`src/rtl/stress_state_controller.sv`:
```
// Stress level integrator with prescaled update tick, hysteretic mood FSM and inc/dec feedback pulses.
// Optional idle decay of the level is built when STRESS_DECAY_EN is defined.
module stress_state_controller #(
  parameter int WIDTH        = 8,
  parameter int MAX_LEVEL    = 255,
  parameter int TICK_DIV     = 16,
  parameter int TH_TENSE     = 64,
  parameter int TH_STRESSED  = 128,
  parameter int TH_PANIC     = 224,
  parameter int HYST         = 8,
  parameter int DECAY_PERIOD = 4
) (
  input  logic             clk,
  input  logic             rst,
  input  logic             stress_inc,
  input  logic             stress_dec,
  output logic [WIDTH-1:0] level,
  output logic [1:0]       state,
  output logic             state_controller_inc,
  output logic             state_controller_dec,
  output logic             tick
);

  localparam int CW = (TICK_DIV > 1) ? $clog2(TICK_DIV) : 1;

  localparam logic [CW-1:0]    C_LAST = CW'(TICK_DIV - 1);
  localparam logic [WIDTH-1:0] L_MAX  = WIDTH'(MAX_LEVEL);
  localparam logic [WIDTH-1:0] L_T    = WIDTH'(TH_TENSE);
  localparam logic [WIDTH-1:0] L_S    = WIDTH'(TH_STRESSED);
  localparam logic [WIDTH-1:0] L_P    = WIDTH'(TH_PANIC);
  localparam logic [WIDTH-1:0] L_T_LO = WIDTH'(TH_TENSE - HYST);
  localparam logic [WIDTH-1:0] L_S_LO = WIDTH'(TH_STRESSED - HYST);
  localparam logic [WIDTH-1:0] L_P_LO = WIDTH'(TH_PANIC - HYST);

  typedef enum logic [1:0] {
    CALM     = 2'd0,
    TENSE    = 2'd1,
    STRESSED = 2'd2,
    PANIC    = 2'd3
  } state_t;

  logic [CW-1:0]    r_cnt;
  logic             r_pend_inc;
  logic             r_pend_dec;
  logic [WIDTH-1:0] r_level;
  logic             r_sc_inc;
  logic             r_sc_dec;
  state_t           r_state;

  logic w_tick;
  logic w_req_inc;
  logic w_req_dec;
  logic w_up;
  logic w_dn;
  logic w_decay_dn;

  assign w_tick    = (r_cnt == C_LAST);
  // A request seen in the tick cycle itself joins that tick's decision.
  assign w_req_inc = r_pend_inc | stress_inc;
  assign w_req_dec = r_pend_dec | stress_dec;
  assign w_up      = w_req_inc & ~w_req_dec & (r_level != L_MAX);
  assign w_dn      = (w_req_dec & ~w_req_inc & (r_level != '0))
                   | w_decay_dn;

`ifdef STRESS_DECAY_EN
  localparam int DW = $clog2(DECAY_PERIOD + 1);
  localparam logic [DW-1:0] D_LAST = DW'(DECAY_PERIOD - 1);

  logic [DW-1:0] r_decay;
  logic          w_idle;
  logic          w_decay_hit;

  assign w_idle      = ~w_req_inc & ~w_req_dec;
  assign w_decay_hit = w_idle & (r_decay == D_LAST);
  assign w_decay_dn  = w_decay_hit & (r_level != '0);

  always_ff @(posedge clk) begin
    if (rst) begin
      r_decay <= '0;
    end else if (w_tick) begin
      if (!w_idle || w_decay_hit) begin
        r_decay <= '0;
      end else begin
        r_decay <= r_decay + 1'b1;
      end
    end
  end
`else
  assign w_decay_dn = 1'b0;
`endif

  always_ff @(posedge clk) begin
    if (rst) begin
      r_cnt      <= '0;
      r_pend_inc <= 1'b0;
      r_pend_dec <= 1'b0;
      r_level    <= '0;
      r_sc_inc   <= 1'b0;
      r_sc_dec   <= 1'b0;
    end else begin
      r_sc_inc <= 1'b0;
      r_sc_dec <= 1'b0;
      if (w_tick) begin
        r_cnt      <= '0;
        r_pend_inc <= 1'b0;
        r_pend_dec <= 1'b0;
        if (w_up) begin
          r_level  <= r_level + 1'b1;
          r_sc_inc <= 1'b1;
        end else if (w_dn) begin
          r_level  <= r_level - 1'b1;
          r_sc_dec <= 1'b1;
        end
      end else begin
        r_cnt      <= r_cnt + 1'b1;
        r_pend_inc <= r_pend_inc | stress_inc;
        r_pend_dec <= r_pend_dec | stress_dec;
      end
    end
  end

  // Thresholds are ordered, so at most one branch per state can fire.
  always_ff @(posedge clk) begin
    if (rst) begin
      r_state <= CALM;
    end else begin
      unique case (r_state)
        CALM: begin
          if (r_level >= L_T) r_state <= TENSE;
        end
        TENSE: begin
          if (r_level >= L_S)         r_state <= STRESSED;
          else if (r_level < L_T_LO)  r_state <= CALM;
        end
        STRESSED: begin
          if (r_level >= L_P)         r_state <= PANIC;
          else if (r_level < L_S_LO)  r_state <= TENSE;
        end
        PANIC: begin
          if (r_level < L_P_LO) r_state <= STRESSED;
        end
        default: r_state <= CALM;
      endcase
    end
  end

  assign level                = r_level;
  assign state                = r_state;
  assign state_controller_inc = r_sc_inc;
  assign state_controller_dec = r_sc_dec;
  assign tick                 = w_tick;

endmodule

```
`config.mk`:
```
export PLATFORM = sky130hd
export DESIGN_NAME = stress_state_controller
export DESIGN_NICKNAME = d
export VERILOG_FILES = /design/src/rtl/stress_state_controller.sv
export SDC_FILE = /design/constraint.sdc
export NUM_CORES = 1
export LEC_CHECK = 0
export ABC_AREA = 1
export BUFFER_PORTS_ARGS = -buffer_cell sky130_fd_sc_hd__buf_2
export CAP_MARGIN = 40
export CORE_ASPECT_RATIO = 0.8
export CORE_MARGIN = 10
export CORE_UTILIZATION = 31
export DETAILED_ROUTE_END_ITERATION = 10
export GPL_TIMING_DRIVEN = 0
export PLACE_DENSITY = 0.56
export SYNTH_ARGS = -nofsm -noshare
export SYNTH_HDL_FRONTEND = slang
export SYNTH_SLANG_ARGS = --single-unit
```
`constraint.sdc`:
```
create_clock -name clk -period 2.08 [get_ports clk]
set_input_delay 0 -clock clk [delete_from_list [all_inputs] [get_ports clk]]
set_output_delay 0 -clock clk [all_outputs]
set_load 0.01 [all_outputs]
```
==> flow_summary.yaml <==
run_status:
  outcome: "finished, violations left"
  failed_checks: "negative hold slack"
clock_tree:
  cts.sinks: 18
  h-tree-depth: 1
  worst_skew_pair.late_latency_ns: 0.26
  cts_tree: "yes"
  cts-root-buf: "clkbuf_8"
  cts_buffers: 3
  cts.clk_slew.worst_paths_ns: 0.07
  clockBufferDepth: 2
sta:
  finalHoldViolations: 1
  whs_ns: -0.00682
  setup_viol: 0
  setup_slack_ns: 0.145
  slew_headroom_pct: 80.1
  finalCritPeriodShare_pct: 93.0
  fin_skew_ns: 0.00452
  min_period_ns: 1.93
  tns_ns: 0
  max_freq_mhz: 517
  tightestPinTransition_ns: 0.295
  slew_viol_final: 0
power_and_ir_drop:
  leakagePower_nw: 0.675
  p_total_mw: 0.689
  ir_worst_vdd_uv: 336
  pwr_density_cell_nw_per_um2: 494
die:
  die_h_um: 74.0
  die_w_um: 87.5
  core.rowCount: 19
  die_area_um2: 6470
  ioPinCount: 17
  initial_core_util_pct: 32.6
  core_area_um2: 3470
critical_path:
  criticalPathCategory: "reg -> reg"
  critical_path.top_delay_family: "simple AND/OR/NAND/NOR gates"
  cp.depth: 10
  crit_start: "r_pend_inc"
  crit_arrival_ns: 2.09
  end_kind: "register"
  cpPeakStageDelay_ns: 0.37
  critical_path_buf_inv_count: 0
  regToRegSetupSlack_ns: 0.15
  crit_top_cell: "a21oi_1"
  cp-endpoint: "level[6]"
  critPathSlowestCell: "ha_1"
  path_max_fanout: 6
  reg2regPathDepth: 10
  rr_endpoint: "level[6]"
  worstPathRequired_ns: 2.23
  r2r-start: "r_pend_inc"
  worstSetupStartpointType: "register"
  path_cells: "nor2_2 -> and2b_2 -> nand2_4 -> ha_1 -> a21oi_1 -> or2_2 -> nand3_1 -> nand2_1 -> a21oi_1 -> nor2_1"
final_layout:
  postLayoutCoreUtil_pct: 40.2
  fin_nets: 210
  drive_gt1_share_pct: 24.0
  n_antenna_cell: 0
  stdcell_area_um2: 1390
  area_growth_pct: 23.4
synthesis:
  synth_area_leader_cell: "dfxtp_1"
  syn_area_um2: 1130
  synth.most_common_cell: "nand2_1"
  synthTopCellsByCount: "48 x nand2_1, 37 x nor2_1, 18 x dfxtp_1"
  syn_nets: 184
  synth-seq-cells: 18
  yosys.cell_types.count: 26
  ys_top_cells_by_area: "dfxtp_1 32%, nand2_1 16%, nor2_1 12%, ha_1 7.8%, inv_1 5.3%"
  yosys_most_used_dff: "dfxtp_1"
  synth_edf_count: 0
  synth.avg_cell_area_um2: 6.57
  synth_fa_ha_area_share_pct: 9.52
  synth_top_area_share_pct: 31.9
  synth_mux_area_share_pct: 0
  synth_compound_area_share_pct: 8.53
  synth_top_family_by_area: "simple AND/OR/NAND/NOR gates"
  ys_seq_area_share_pct: 31.9
  synthCells: 172
  synth-simple-area-share_pct: 42.7
  async_flop_share_pct: 0
  synth_xor_area_share_pct: 1.55
  ys_warn_count: 0
place:
  dp_slack_ns: -0.0585
  gp_congestion: 0.711
  io_buffer_count: 16
  placed_cell_area_um2: 1260
  hpwlAfterDp_um: 2010
grt:
  grt_pass1_vias: 987
  grt-ovfl-total: 0
  antenna_found_initial: 0
  grt_pass1_wl_um: 4430
  grt_use_total_pct: 8.61
  grt_max_degree: 12
detailed_routing:
  wl_per_cell_um: 11.2
  drcViolationCount: 0
  detail-route-antenna-nets: 0
  via_count: 1104
  dr.pass1.iters: 4
  post_drt_via_cell_ratio: 4.64
  wirelength_um: 2660
  first_iter_violations: 23
flow_run:
  max-cap-violations: 0
min_path:
  hp-class: "in -> reg"
-- report_power, final --
part | internal, mW | switching (mW)
clock | 0.129 | 0.116
sequential | 0.347 | 0.00819
combinational | 0.0382 | 0.0513
total | 0.514 | 0.175
-- what timing repair did --
| item | in CTS | in global routing |
|---|---|---|
| hold buffers | 1 | 0 |
| endpoints found under the hold margin | 1 | 0 |
| setup buffers | 0 | 3 |
| endpoints found under the setup margin | 1 | 5 |
| pin swaps | 0 | 1 |
| resized for setup | 9 | 12 |
| gates cloned | 0 | 1 |
-- logic make-up after synthesis --
| group | count (synthesis) |
|---|---|
| AND/OR/NAND/NOR | 110 |
| adder cells (fa/ha/maj) | 8 |
| XOR/XNOR | 2 |
| buffers and inverters | 17 |
| flip-flops | 18 |
| AO/OA/AOI/OAI | 17 |
-- registers in the layout (all words and copies together) (netlist names) --
signal	count
level	8
r_cnt	4
r_pend_dec	1
r_pend_inc	1
state	2
state_controller_dec	1
state_controller_inc	1
-- cell usage in the layout (no fill, tap or decap), types with 4 or more instances in the layout --
cell and n:
buf_2 17, inv_1 16, ha_1 6, nor2_1 34, nand3_1 9, nand2_2 4, a21oi_1 8, nor2_2 4
nand2_1 46, dfxtp_4 6, nand4_1 4, dfxtp_1 10
-- how the worst min path moves through the flow --
stage | cells past startpoint | startpoint | slack, ns | endpoint
finish | 3 | stress_dec | -0.007 | r_pend_dec
global route | 3 | stress_inc | 0.03 | r_pend_inc
CTS | 3 | stress_dec | 0.003 | r_pend_dec
detailed placement | 2 | rst | 0.18 | state[1]
global placement | 2 | rst | 0.17 | state[1]
floorplan | 1 | rst | 0.07 | state[1]
-- layout make-up --
class                           count  area (um2)
Inverter                           16        60.1
Sequential cell                    18         385
Fill cell                         369        2080
Timing Repair Buffer               20         113
Tap cell                           42        52.6
Clock buffer                        3        41.3
Buffer                              1        5.00
Multi-Input combinational cell    138         737
-- worst min-delay path, stage by stage --
cell    delay (ns)
buf_2         0.08
nor2_2        0.04
nor2_1        0.08
-- through the flow --
step | instances | hold slack [ns]
floorplan | 172 | 0.0724
global placement | 230 | 0.175
detailed placement | 230 | 0.176
CTS | 234 | 0.00295
global route | 238 | 0.0320
finish | 238 | -0.00682
-- routing by layer --
layer,vias up,track usage (%),share of wire (%)
li1,603,-,-
met1,482,11.5,55
met2,15,12.3,39
met3,4,3.17,4.5
met4,0,3.18,1.2
met5,-,0,0
Power figures use the tool's default switching activity.
